`config.mk`:
```
export PLATFORM = sky130hd
export DESIGN_NAME = dlx_fetch_stage
export DESIGN_NICKNAME = d
export VERILOG_FILES = /design/src/rtl/dlx_pkg.sv /design/src/rtl/dlx_fetch_fifo.sv /design/src/rtl/dlx_fetch_stage.sv
export SDC_FILE = /design/constraint.sdc
export NUM_CORES = 1
export LEC_CHECK = 0
export ABC_AREA = 1
export CAP_MARGIN = 15
export CORE_MARGIN = 5
export CORE_UTILIZATION = 47
export CTS_CLUSTER_SIZE = 10
export DETAILED_ROUTE_END_ITERATION = 8
export DONT_BUFFER_PORTS = 1
export GPL_ROUTABILITY_DRIVEN = 0
export PLACE_DENSITY = 0.67
export SKIP_CTS_REPAIR_TIMING = 1
export SKIP_LAST_GASP = 1
export SLEW_MARGIN = 0
export SYNTH_ARGS = -nofsm -noshare
export SYNTH_HDL_FRONTEND = slang
export SYNTH_SLANG_ARGS = --single-unit
```
`constraint.sdc`:
```
create_clock -name clock_i -period 3.6 [get_ports clock_i]
set_input_delay 0.54 -clock clock_i [delete_from_list [all_inputs] [get_ports clock_i]]
set_output_delay 0.54 -clock clock_i [all_outputs]
set_load 0.05 [all_outputs]
```
`src/rtl/dlx_pkg.sv`:
```
// Shared DLX definitions: datapath width, PC increment, NOP encoding and the
// fetch-buffer entry layout.
package dlx_pkg;

  localparam int          DLX_XLEN    = 32;
  localparam logic [31:0] DLX_PC_STEP = 32'd4;
  localparam logic [31:0] DLX_NOP     = 32'h0000_0000;

  typedef struct packed {
    logic [DLX_XLEN-1:0] inst;
    logic [DLX_XLEN-1:0] pc;
  } fetch_entry_t;

endpackage

```
`src/rtl/dlx_fetch_fifo.sv`:
```
// Two-entry registered skid FIFO holding fetched {inst, pc} pairs for decode.
// Flush clears occupancy in one edge; the head is read straight from storage.
module dlx_fetch_fifo
  import dlx_pkg::*;
(
  input  logic         clk,
  input  logic         rst_n,
  input  logic         push,
  input  logic         pop,
  input  logic         flush,
  input  fetch_entry_t din,
  output logic [1:0]   count,
  output fetch_entry_t head
);

  fetch_entry_t mem [2];
  logic         rd_ptr;
  logic         wr_ptr;

  always_ff @(posedge clk or negedge rst_n) begin
    if (!rst_n) begin
      rd_ptr <= 1'b0;
      wr_ptr <= 1'b0;
      count  <= 2'd0;
    end else if (flush) begin
      rd_ptr <= 1'b0;
      wr_ptr <= 1'b0;
      count  <= 2'd0;
    end else begin
      if (push) wr_ptr <= ~wr_ptr;
      if (pop)  rd_ptr <= ~rd_ptr;
      case ({push, pop})
        2'b10:   count <= count + 2'd1;
        2'b01:   count <= count - 2'd1;
        default: count <= count;
      endcase
    end
  end

  // Storage carries no reset; occupancy alone decides what is meaningful.
  always_ff @(posedge clk) begin
    if (push && !flush) mem[wr_ptr] <= din;
  end

  assign head = mem[rd_ptr];

  a_no_overflow: assert property (@(posedge clk) disable iff (!rst_n)
    !(push && !pop && !flush && count == 2'd2));

endmodule

```
`src/rtl/dlx_fetch_stage.sv`:
```
// DLX instruction-fetch stage: PC, 1-cycle synchronous ROM interface, 2-entry
// skid buffer to decode, redirect flush. Optional counters: DLX_FETCH_STATS_EN.
module dlx_fetch_stage
  import dlx_pkg::*;
#(
  parameter logic [31:0] RESET_PC = 32'h0000_0000,
  parameter logic [31:0] PC_STEP  = DLX_PC_STEP,
  parameter logic [31:0] NOP_INST = DLX_NOP
) (
  input  logic        clock_i,
  input  logic        reset_i,
  output logic [31:0] imem_addr_o,
  input  logic [31:0] imem_data_i,
  input  logic        redirect_en_i,
  input  logic [31:0] redirect_pc_i,
  input  logic        id_ready_i,
  output logic        id_valid_o,
  output logic [31:0] id_inst_o,
  output logic [31:0] id_pc_o,
  output logic [31:0] id_npc_o
`ifdef DLX_FETCH_STATS_EN
  ,
  output logic [31:0] stat_fetch_o,
  output logic [31:0] stat_stall_o,
  output logic [31:0] stat_flush_o
`endif
);

  logic [31:0]  fetch_pc;
  logic         vld_p1;
  logic [31:0]  pc_p1;
  logic [31:0]  last_pc;
  logic [1:0]   count;
  logic [2:0]   occ;
  logic         pop;
  logic         push;
  logic         issue;
  fetch_entry_t head;
  fetch_entry_t din;

  assign pop   = id_valid_o & id_ready_i;
  assign occ   = {1'b0, count} + {2'b00, vld_p1} - {2'b00, pop};
  assign issue = (occ < 3'd2);
  assign push  = vld_p1 & ~redirect_en_i;
  assign din   = '{inst: imem_data_i, pc: pc_p1};

  // Stage p0 -> p1: PC register drives the ROM address; redirect wins over issue.
  always_ff @(posedge clock_i or negedge reset_i) begin
    if (!reset_i) begin
      fetch_pc <= RESET_PC;
      vld_p1   <= 1'b0;
      last_pc  <= RESET_PC;
    end else begin
      if (redirect_en_i) begin
        fetch_pc <= redirect_pc_i;
        vld_p1   <= 1'b0;
      end else begin
        vld_p1 <= issue;
        if (issue) fetch_pc <= fetch_pc + PC_STEP;
      end
      if (id_valid_o) last_pc <= head.pc;
    end
  end

  always_ff @(posedge clock_i) begin
    if (issue) pc_p1 <= fetch_pc;
  end

  assign imem_addr_o = fetch_pc;

  // Stage p1 -> buffer: returning ROM word joins its PC in the skid FIFO.
  dlx_fetch_fifo u_fifo (
    .clk   (clock_i),
    .rst_n (reset_i),
    .push  (push),
    .pop   (pop),
    .flush (redirect_en_i),
    .din   (din),
    .count (count),
    .head  (head)
  );

  // Buffer -> decode: an empty buffer shows NOP and keeps the last PC visible.
  assign id_valid_o = (count != 2'd0);
  assign id_inst_o  = id_valid_o ? head.inst : NOP_INST;
  assign id_pc_o    = id_valid_o ? head.pc : last_pc;
  assign id_npc_o   = id_pc_o + PC_STEP;

`ifdef DLX_FETCH_STATS_EN
  always_ff @(posedge clock_i or negedge reset_i) begin
    if (!reset_i) begin
      stat_fetch_o <= 32'd0;
      stat_stall_o <= 32'd0;
      stat_flush_o <= 32'd0;
    end else begin
      if (pop)                        stat_fetch_o <= stat_fetch_o + 32'd1;
      if (id_valid_o && !id_ready_i)  stat_stall_o <= stat_stall_o + 32'd1;
      if (redirect_en_i)              stat_flush_o <= stat_flush_o + 32'd1;
    end
  end
`endif

endmodule
```
==> results.yml <==
clocking:
  clockBufferDepth: 3
  cts_sinks: 229
  clk_latency_ps: 510
  cts_tree: "built"
  numCtsBuffers: 27
  htreeDepth: 1
  root_buffer: "clkbuf_16"
  path_clk_slew_ps: 50
floorplan:
  initial_core_util_pct: 47.5
  dieArea_mm2: 0.0259
  boundaryPins: 197
  fp.dieW_um: 161
  core_area_mm2: 0.0225
  die_h_um: 161
  core.rowCount: 55
synth:
  ys_ff_latch: 229
  ys.flop_type: "edfxtp_1"
  synth_top_family_by_area: "simple AND/OR/NAND/NOR gates"
  synth_nets: 1214
  synth-compound-area-share_pct: 4.01
  yosysUniqueCellTypes: 40
  synth_top_cell_area_share_pct: 44.9
  ys_seq_area_share_pct: 61.1
  synth-edff-count: 160
  synth.cell_area_mm2: 0.0107
  synthSimpleGateAreaFrac_pct: 26.9
  synthCells: 1142
  syn_avg_cell_area_um2: 9.36
  yosys-top-cells-area: "edfxtp_1 45%, dfrtp_1 16%, nand2_1 16%"
  synth_top_cell_by_area: "edfxtp_1"
  synth-xor-area-share_pct: 2.38
  yosys_warnings: 0
  synthMuxAreaShare_pct: 0
  async_reset_ff_share_pct: 30.1
  synthAdderAreaFrac_pct: 0.538
timing:
  finalCriticalPeriod_ps: 3400
  finalMaxSlewViolations: 0
  setup_viol_count_final: 0
  setup_ws_ps: 196
  finalHoldViolCount: 0
  worst_pin_slew_ps: 758
  slew_headroom_pct: 49.5
  fmax_mhz: 294
  clock_skew_ps: 8.67
  rsz0062_at_grt: "false"
  finalCritPeriodShare_pct: 94.6
  finalSetupTns_ps: 0
global_route:
  antenna_found_initial: 0
  grt_max_degree: 70
  grt_usage_pct: 19.5
  gr-total-overflow: 0
  grt_pass1_vias: 7509
  grt_pass1_wl_um: 41100
final_layout:
  area_growth_syn_to_layout_pct: 17.7
  design_area_mm2: 0.0126
  seqCellArea_mm2: 0.00653
  nets: 1305
  antenna_cells: 0
  fillCellCount: 1900
  multi_input_area_mm2: 0.00364
  drive_gt1_share_pct: 15.7
  layout.cells.non_filler: 1539
drt:
  vias_per_cell: 5.12
  wl_per_cell_um: 16.7
  drt-total-wl_um: 25700
  num_vias: 7877
  route.detailed.drc: 0
  dr.pass1.iters: 5
  drt_iter0_drc: 591
  ant_nets: 0
place:
  io_buffers: 0
  dp.cells: 1487
  dpl_cell_area_mm2: 0.0118
  dp_hpwl_um: 18500
  place_ws_ps: 476
worst_setup_path:
  cp_slowest_cell: "dfrtp_1"
  crit_required_ps: 3060
  cpPeakStageDelay_ps: 420
  critPathCaptureType: "output port"
  path_class: "flip-flop to output port"
  cp_max_fo: 42
  arrival_ps: 2860
  crit_chain: "inv_2 -> nand2_4 -> inv_8 -> nand2_1 -> nand2_2 -> ha_1 -> nand2_2 -> nor2_4 -> nand2_1 -> xor2_1 -> buf_4"
  start_kind: "flip-flop"
  r2r_slack_ps: 420
min_path:
  worstHoldPathType: "primary input to flip-flop"
job:
  maxCapViolCount: 0
run_status:
  outcome: "finished clean"
==> sequential cells by signal, indices dropped and copies added (netlist names) <==
name and flops:
vld_p1 1, u_fifo.mem 128, u_fifo.rd_ptr 1, u_fifo.count 2
imem_addr_o 32, last_pc 32, u_fifo.wr_ptr 1, pc_p1 32
==> per-stage QoR <==
stage	hold WS [ps]	utilization, %
final	117	55.9
after global placement	248	52.2
after global routing	88.6	55.9
after CTS	-298	55.7
after floorplan	244	-
after detailed placement	248	52.2
==> layer usage <==
metal	routed length, µm	vias up	global-route usage [%]	share of wire [%]
met5	0	-	0	0
met4	416	0	4.50	1.6
met3	2040	33	4.44	7.9
met2	12000	277	31.4	47
met1	11200	3652	27.4	44
li1	-	3915	-	-
==> path summary, 6_finish.rpt <==
path	from	endpoint	depth (start not counted)
min in group asynchronous	reset_i	last_pc[2]$_DFF_PN0_	2
worst min register to register	pc_p1[16]$_DFFE_PN_	u_fifo.mem[0][16]$_DFFE_PP_	0
max in group asynchronous	reset_i	imem_addr_o[1]$_DFFE_PN0P_	2
worst max-delay path	u_fifo.count[1]$_DFFE_PN0P_	id_npc_o[18]	11
worst min-delay path	imem_data_i[7]	u_fifo.mem[0][39]$_DFFE_PP_	0
worst max register to register	u_fifo.count[1]$_DFFE_PN0P_	imem_addr_o[17]$_DFFE_PN0P_	15
==> cell usage in the layout (no fill, tap or decap), types with 14 or more instances in the layout <==
cell type  count
nand2_2       34
o21ai_0       14
edfxtp_1     160
inv_1         71
buf_12        16
nand2_1      448
a21oi_1       42
clkbuf_1      21
nor2_1        99
clkbuf_16     27
xor2_1        26
dfrtp_1       68
buf_4         81
nand3_1       62
nand4_1       14
==> worst max-delay path, delay by kind of cell, from the launching register on <==
kind / cells / cell delay (ps)
XOR/XNOR: 1 / 170
adder cells (fa/ha/maj): 1 / 300
buffers and inverters: 3 / 560
flip-flops: 1 / 420
AND/OR/NAND/NOR: 6 / 890
==> cell type report <==
class                   count  area share (%)
clock buffers              48            6.00
clock inverters             2           0.139
inverters                  80            2.48
multi-input cells         796            28.9
flip-flops and latches    229            51.9
well taps                 285            2.83
repair buffers             99            7.68
==> logic make-up after synthesis <==
| kind of cell | count (synthesis) |
|---|---|
| xor gates and xnor gates | 29 |
| buffers and inverters | 117 |
| and+or+nand+nor | 686 |
| AOI/OAI and AO/OA | 77 |
| DFF | 229 |
| adders and majority gates | 4 |
==> cells in the mapped netlist, types with 2 or more instances <==
cell / n
a21oi_1: 44
a31oi_1: 3
buf_1: 3
buf_2: 9
buf_4: 5
buf_6: 6
buf_8: 2
clkbuf_1: 12
dfrtp_1: 69
edfxtp_1: 160
ha_1: 3
inv_1: 71
inv_2: 7
nand2_1: 448
nand2_2: 34
nand2_4: 2
nand3_1: 62
nand3b_1: 2
nand4_1: 14
nor2_1: 101
nor2_2: 11
nor2_4: 5
nor3_1: 3
o211ai_1: 3
o21ai_0: 15
o21bai_1: 5
or2_2: 3
xnor2_1: 3
xor2_1: 26
Power is not shown: default switching activity piles up to over one toggle a cycle in this logic, so the estimate is an artifact.
